## config.mk

```make
export PLATFORM = sky130hd
export DESIGN_NAME = myprotocol_rx
export DESIGN_NICKNAME = d
export VERILOG_FILES = /design/src/rtl/myprotocol_rx.sv
export SDC_FILE = /design/constraint.sdc
export NUM_CORES = 1
export LEC_CHECK = 0
export ABC_CLOCK_PERIOD_IN_PS = 5300
export CORE_AREA = 2 2 83 85
export CTS_BUF_LIST = sky130_fd_sc_hd__clkbuf_16
export CTS_CLUSTER_SIZE = 25
export DETAILED_ROUTE_END_ITERATION = 16
export DIE_AREA = 0 0 85 87
export GPL_TIMING_DRIVEN = 0
export MAX_ROUTING_LAYER = met4
export SLEW_MARGIN = 25
export SYNTH_ARGS = -nofsm -noshare
export SYNTH_HDL_FRONTEND = slang
export SYNTH_SLANG_ARGS = --single-unit
```

## constraint.sdc

```tcl
create_clock -name clk -period 5.3 [get_ports clk]
set_input_delay 1.06 -clock clk [delete_from_list [all_inputs] [get_ports clk]]
set_output_delay 1.06 -clock clk [all_outputs]
set_load 0.01 [all_outputs]
```

## src/rtl/myprotocol_rx.sv

```systemverilog
// Receiver for the three-wire myprotocol link: reassembles MSB-first frames and flags bad ones.
// Optional even-parity bit per frame is enabled by defining MYPROTO_RX_PARITY_EN.
module myprotocol_rx #(
  parameter int unsigned DATA_W  = 8,
  parameter int unsigned TIMEOUT = 16
) (
  input  logic              clk,
  input  logic              rst,
  input  logic              sig1,
  input  logic              sig2,
  input  logic              sig3,
  output logic [DATA_W-1:0] rx_data,
  output logic              rx_valid,
  output logic              rx_err,
  output logic [1:0]        err_code,
  output logic              busy,
  output logic [7:0]        frame_cnt
);

`ifdef MYPROTO_RX_PARITY_EN
  localparam int unsigned Exp = DATA_W + 1;
`else
  localparam int unsigned Exp = DATA_W;
`endif
  localparam int unsigned CntW = $clog2(Exp + 1);
  localparam logic [CntW-1:0] ExpCnt     = CntW'(Exp);
  localparam logic [7:0]      TimeoutGap = 8'(TIMEOUT);

  typedef enum logic [1:0] {StSync, StIdle, StRecv, StErr} state_e;

  state_e             state_q, state_d;
  logic [CntW-1:0]    bit_cnt_q, bit_cnt_d;
  logic [7:0]         gap_q, gap_d, gap_inc;
  logic [Exp-1:0]     shift_q, shift_d;
  logic [DATA_W-1:0]  rx_data_q, rx_data_d;
  logic               rx_valid_q, rx_valid_d;
  logic               rx_err_q, rx_err_d;
  logic [1:0]         err_code_q, err_code_d;
  logic               busy_q;
  logic [7:0]         frame_cnt_q, frame_cnt_d;
  logic               strobe;

  assign strobe  = sig3 & sig1;
  assign gap_inc = (gap_q == 8'hff) ? gap_q : gap_q + 8'd1;

  always_comb begin
    state_d     = state_q;
    bit_cnt_d   = bit_cnt_q;
    gap_d       = gap_q;
    shift_d     = shift_q;
    rx_data_d   = rx_data_q;
    rx_valid_d  = 1'b0;
    rx_err_d    = 1'b0;
    err_code_d  = err_code_q;
    frame_cnt_d = frame_cnt_q;

    case (state_q)
      StSync: begin
        if (!sig1) state_d = StIdle;
      end
      StIdle: begin
        if (sig1) begin
          state_d = StRecv;
          gap_d   = 8'd0;
          if (strobe) begin
            bit_cnt_d = CntW'(1);
            shift_d   = {{(Exp-1){1'b0}}, sig2};
          end else begin
            bit_cnt_d = '0;
            shift_d   = '0;
          end
        end
      end
      StRecv: begin
        if (strobe) begin
          if (bit_cnt_q == ExpCnt) begin
            state_d    = StErr;
            rx_err_d   = 1'b1;
            err_code_d = 2'b10;
          end else begin
            shift_d   = {shift_q[Exp-2:0], sig2};
            bit_cnt_d = bit_cnt_q + CntW'(1);
            gap_d     = 8'd0;
          end
        end else begin
          gap_d = gap_inc;
          // Timeout outranks a frame end seen in the same cycle.
          if (gap_inc >= TimeoutGap) begin
            state_d    = StErr;
            rx_err_d   = 1'b1;
            err_code_d = 2'b11;
          end else if (!sig1) begin
            state_d = StIdle;
            if (bit_cnt_q != ExpCnt) begin
              rx_err_d   = 1'b1;
              err_code_d = 2'b01;
            end else begin
`ifdef MYPROTO_RX_PARITY_EN
              if (^shift_q) begin
                rx_err_d   = 1'b1;
                err_code_d = 2'b00;
              end else begin
                rx_data_d   = shift_q[Exp-1 -: DATA_W];
                rx_valid_d  = 1'b1;
                frame_cnt_d = frame_cnt_q + 8'd1;
              end
`else
              rx_data_d   = shift_q[Exp-1 -: DATA_W];
              rx_valid_d  = 1'b1;
              frame_cnt_d = frame_cnt_q + 8'd1;
`endif
            end
          end
        end
      end
      StErr: begin
        if (!sig1) state_d = StIdle;
      end
      default: state_d = StSync;
    endcase
  end

  always_ff @(posedge clk or negedge rst) begin
    if (!rst) begin
      state_q     <= StSync;
      bit_cnt_q   <= '0;
      gap_q       <= 8'd0;
      shift_q     <= '0;
      rx_data_q   <= '0;
      rx_valid_q  <= 1'b0;
      rx_err_q    <= 1'b0;
      err_code_q  <= 2'b00;
      busy_q      <= 1'b0;
      frame_cnt_q <= 8'd0;
    end else begin
      state_q     <= state_d;
      bit_cnt_q   <= bit_cnt_d;
      gap_q       <= gap_d;
      shift_q     <= shift_d;
      rx_data_q   <= rx_data_d;
      rx_valid_q  <= rx_valid_d;
      rx_err_q    <= rx_err_d;
      err_code_q  <= err_code_d;
      busy_q      <= (state_d == StRecv);
      frame_cnt_q <= frame_cnt_d;
    end
  end

  assign rx_data   = rx_data_q;
  assign rx_valid  = rx_valid_q;
  assign rx_err    = rx_err_q;
  assign err_code  = err_code_q;
  assign busy      = busy_q;
  assign frame_cnt = frame_cnt_q;

endmodule

```

==> run summary <==
Syn nets - 227
Req. time, crit path - 5.48 ns
Final Cycle Share - 56.36%
Worst slew margin - 48.89%
Critical Path Source - sig3
Antenna-violating nets left - 0
P_leak - 1.213 nW
CP max-delay cell - a21oi_1
Share of post-route cells with drive strength above 1 - 10.36%
Synthesis Warnings - 0
RSZ-0062 raised after global routing - no
Grt total ovfl - 0
Initial antenna violation count - 0
Power Dens Cells - 333.3 nW/um2
Num CTS Buffers - 5
Crit Path Category - in -> reg
Worst r2r src - state_q[0]
First-pass GRT wire length - 7.603 mm
Synth-to-Final Area Change - 24.91%
Synth top area share - 48.81%
TritonCTS clock tree - yes
Critical path arrival - 3.16 ns
Avg Inst Size Synth - 10.21 um2
Hold_buf cts - 0
Worst-path fanout max - 8
Initial Utilization - 33.56%
Crit end category - flip-flop
Synthesis-stage register bit count - 43
Setup crit start kind - input port
Core ar. - 6569 um2
Top-count cell post-synth - dfrtp_1
Post_cts resized - 0
Skew final - 0.006289 ns
Period minus WS final - 2.987 ns
Placed cells - 323
Iter 0 DRT Violations - 91
# IOs - 26
Detailed Route WL - 4.557 mm
Finished Layout Cells - 331
Vias - 1,685
Slew at the pin closest to its max-slew limit - 0.7666 ns
Max Clk Rate - 334.8 MHz
Die Ht - 87 um
TritonCTS Sinks - 43
Worst VDD drop - 0.1585 mV
Post-CTS setup buffer count - 0
Die area - 7395 um2
Fin nets - 261
Final Setup Violations - 0
Pin count of the biggest net entering global routing - 18
Total track usage - 13.19%
Cell count after synthesis - 216
Top post-synthesis cells by area - dfrtp_1, mux2_4, nand2_1
Cell taking the most area after synthesis - dfrtp_1
PortBufs - 25
Setup_tns - 0 ns
H-tree level count - 2
Post-synthesis sequential area ratio - 48.81%
Worst-Skew Late Latency - 0.29 ns
Post-synth top flop - dfrtp_1
Number of global-route vias before repair - 1,591
Max Slew Vio Count - 0
Post-synth EDFFs - 0
Worst min path class - reg -> reg
Mapped Area - 2205 um2
Hold wc startpoint - frame_cnt[7]
CTS max path bufs - 2
GP Congestion - 0.8493
Root buf cell - clkbuf_16
Reg clk slew, reported paths - 0.07 ns
Final Hold Viols - 0
DRT Pass-1 Iters - 4
Largest delay share family, worst path - compound AO/OA/AOI/OAI gates
Residual DRC count - 0
Crit-path cells - clkdlybuf4s50_1 > and2_0 > clkbuf_1 > nand2_1 > a21oi_1 > a31oi_1 > o21a_1
MaxCap Viol Count - 0
Most instantiated cells after synthesis - dfrtp_1, nand2_1, nor2_1
Status - complete, no violations
Die X-Extent - 85 um
Diodes inserted - 0
Number of core rows - 30
Post-synthesis cell type count - 41
Worst path buffer plus inverter count - 2
Detailed placer's ending HPWL - 3.277 mm
Async SR Flop Fraction - 100.0%
Vias per cell - 5.091
DR WL/cell - 13.77 um
Fill cells - 628
CP peak stage delay - 0.66 ns
## state kept, by name, summed over array words and instances (netlist names)
| register | flops |
|---|---|
| bit_cnt_q | 4 |
| busy | 1 |
| err_code | 2 |
| frame_cnt | 8 |
| gap_q | 8 |
| rx_data | 8 |
| rx_err | 1 |
| rx_valid | 1 |
| shift_q | 8 |
| state_q | 2 |
## final cells by class
type | instances | area, um2 | share of cell area [%]
sequential | 43 | 1076 | 39.07
clock buffer | 5 | 125.1 | 4.543
tap | 80 | 100.1 | 3.635
timing repair buffer | 27 | 300.3 | 10.90
clock inverter | 3 | 23.77 | 0.8632
inverter | 9 | 33.78 | 1.227
buffer | 9 | 46.29 | 1.681
multi-input combinational | 155 | 1049 | 38.07
## worst paths after layout
kind / cells after the start / slack, ns / end
worst max-delay path: 7 / 2.31 / gap_q[7]
worst min-delay path: 1 / 0.47 / frame_cnt[7]
worst max register to register: 7 / 3.09 / gap_q[1]
worst min register to register: 1 / 0.47 / frame_cnt[7]
max in group asynchronous: 3 / 4.08 / rx_data[3]
min in group asynchronous: 1 / 0.66 / frame_cnt[6]
## logic make-up after synthesis
logic type | share of synthesized area (%)
adder cells (fa/ha/maj) | 3.405
XOR/XNOR | 4.370
AO/OA/AOI/OAI | 14.64
buffers and inverters | 3.632
AND/OR/NAND/NOR | 16.91
flip-flops | 48.81
multiplexers | 8.230
## metal layers
metal / routed length, um / part of all wire, % / global-route usage, %
met4: 55 / 1.2 / 4.185
met5: 0 / 0 / -
met1: 2194 / 48 / 18.27
met3: 215 / 4.7 / 3.223
met2: 2091 / 46 / 19.03
## power breakdown
part	leakage (nW)	total [mW]	switching, mW	internal [mW]
sequential	0.591	0.384	0.0281	0.356
combinational	0.556	0.224	0.135	0.0885
clock	0.0664	0.310	0.134	0.176
## stage by stage
stage	cell area [um2]	util, %	power [mW]	setup WS [ns]	hold slack (ns)
global placement	2555	38.90	0.6038	1.935	0.4632
detailed placement	2605	39.66	0.6120	2.110	0.4648
floorplan	2205	-	0.5387	3.148	0.4734
CTS	2754	41.92	0.9260	2.396	0.4752
finish	2754	41.92	0.9178	2.313	0.4677
global route	2754	41.92	0.9740	2.181	0.5041
## worst register-to-register path: cells and delay by family (launching register included)
family / cells / cell delay [ns]
AOI/OAI and AO/OA: 2 / 0.59
adders and majority gates: 1 / 0.28
buffers and inverters: 1 / 0.10
DFF: 1 / 0.43
muxes: 1 / 0.18
and+or+nand+nor: 2 / 0.48
## cells in the final DEF (no fill, tap or decap), types with 3 or more instances in the layout
cell,Yosys,routed
nand3_1,5,5
nand2b_1,4,4
o21ai_0,12,12
mux2_4,8,8
clkbuf_16,0,5
nor3_1,4,4
nand2_1,25,25
a21oi_1,9,9
ha_1,6,6
nand4_1,3,3
xnor2_1,9,9
a31oi_1,6,6
nor2_1,19,19
a22o_1,8,8
o21a_1,3,3
mux2i_1,5,5
dfrtp_1,43,43
inv_1,9,9
clkbuf_1,6,6
clkdlybuf4s50_1,0,24
and3_1,3,3
a311oi_1,3,3
No activity file was read; power rests on OpenSTA's default activity.
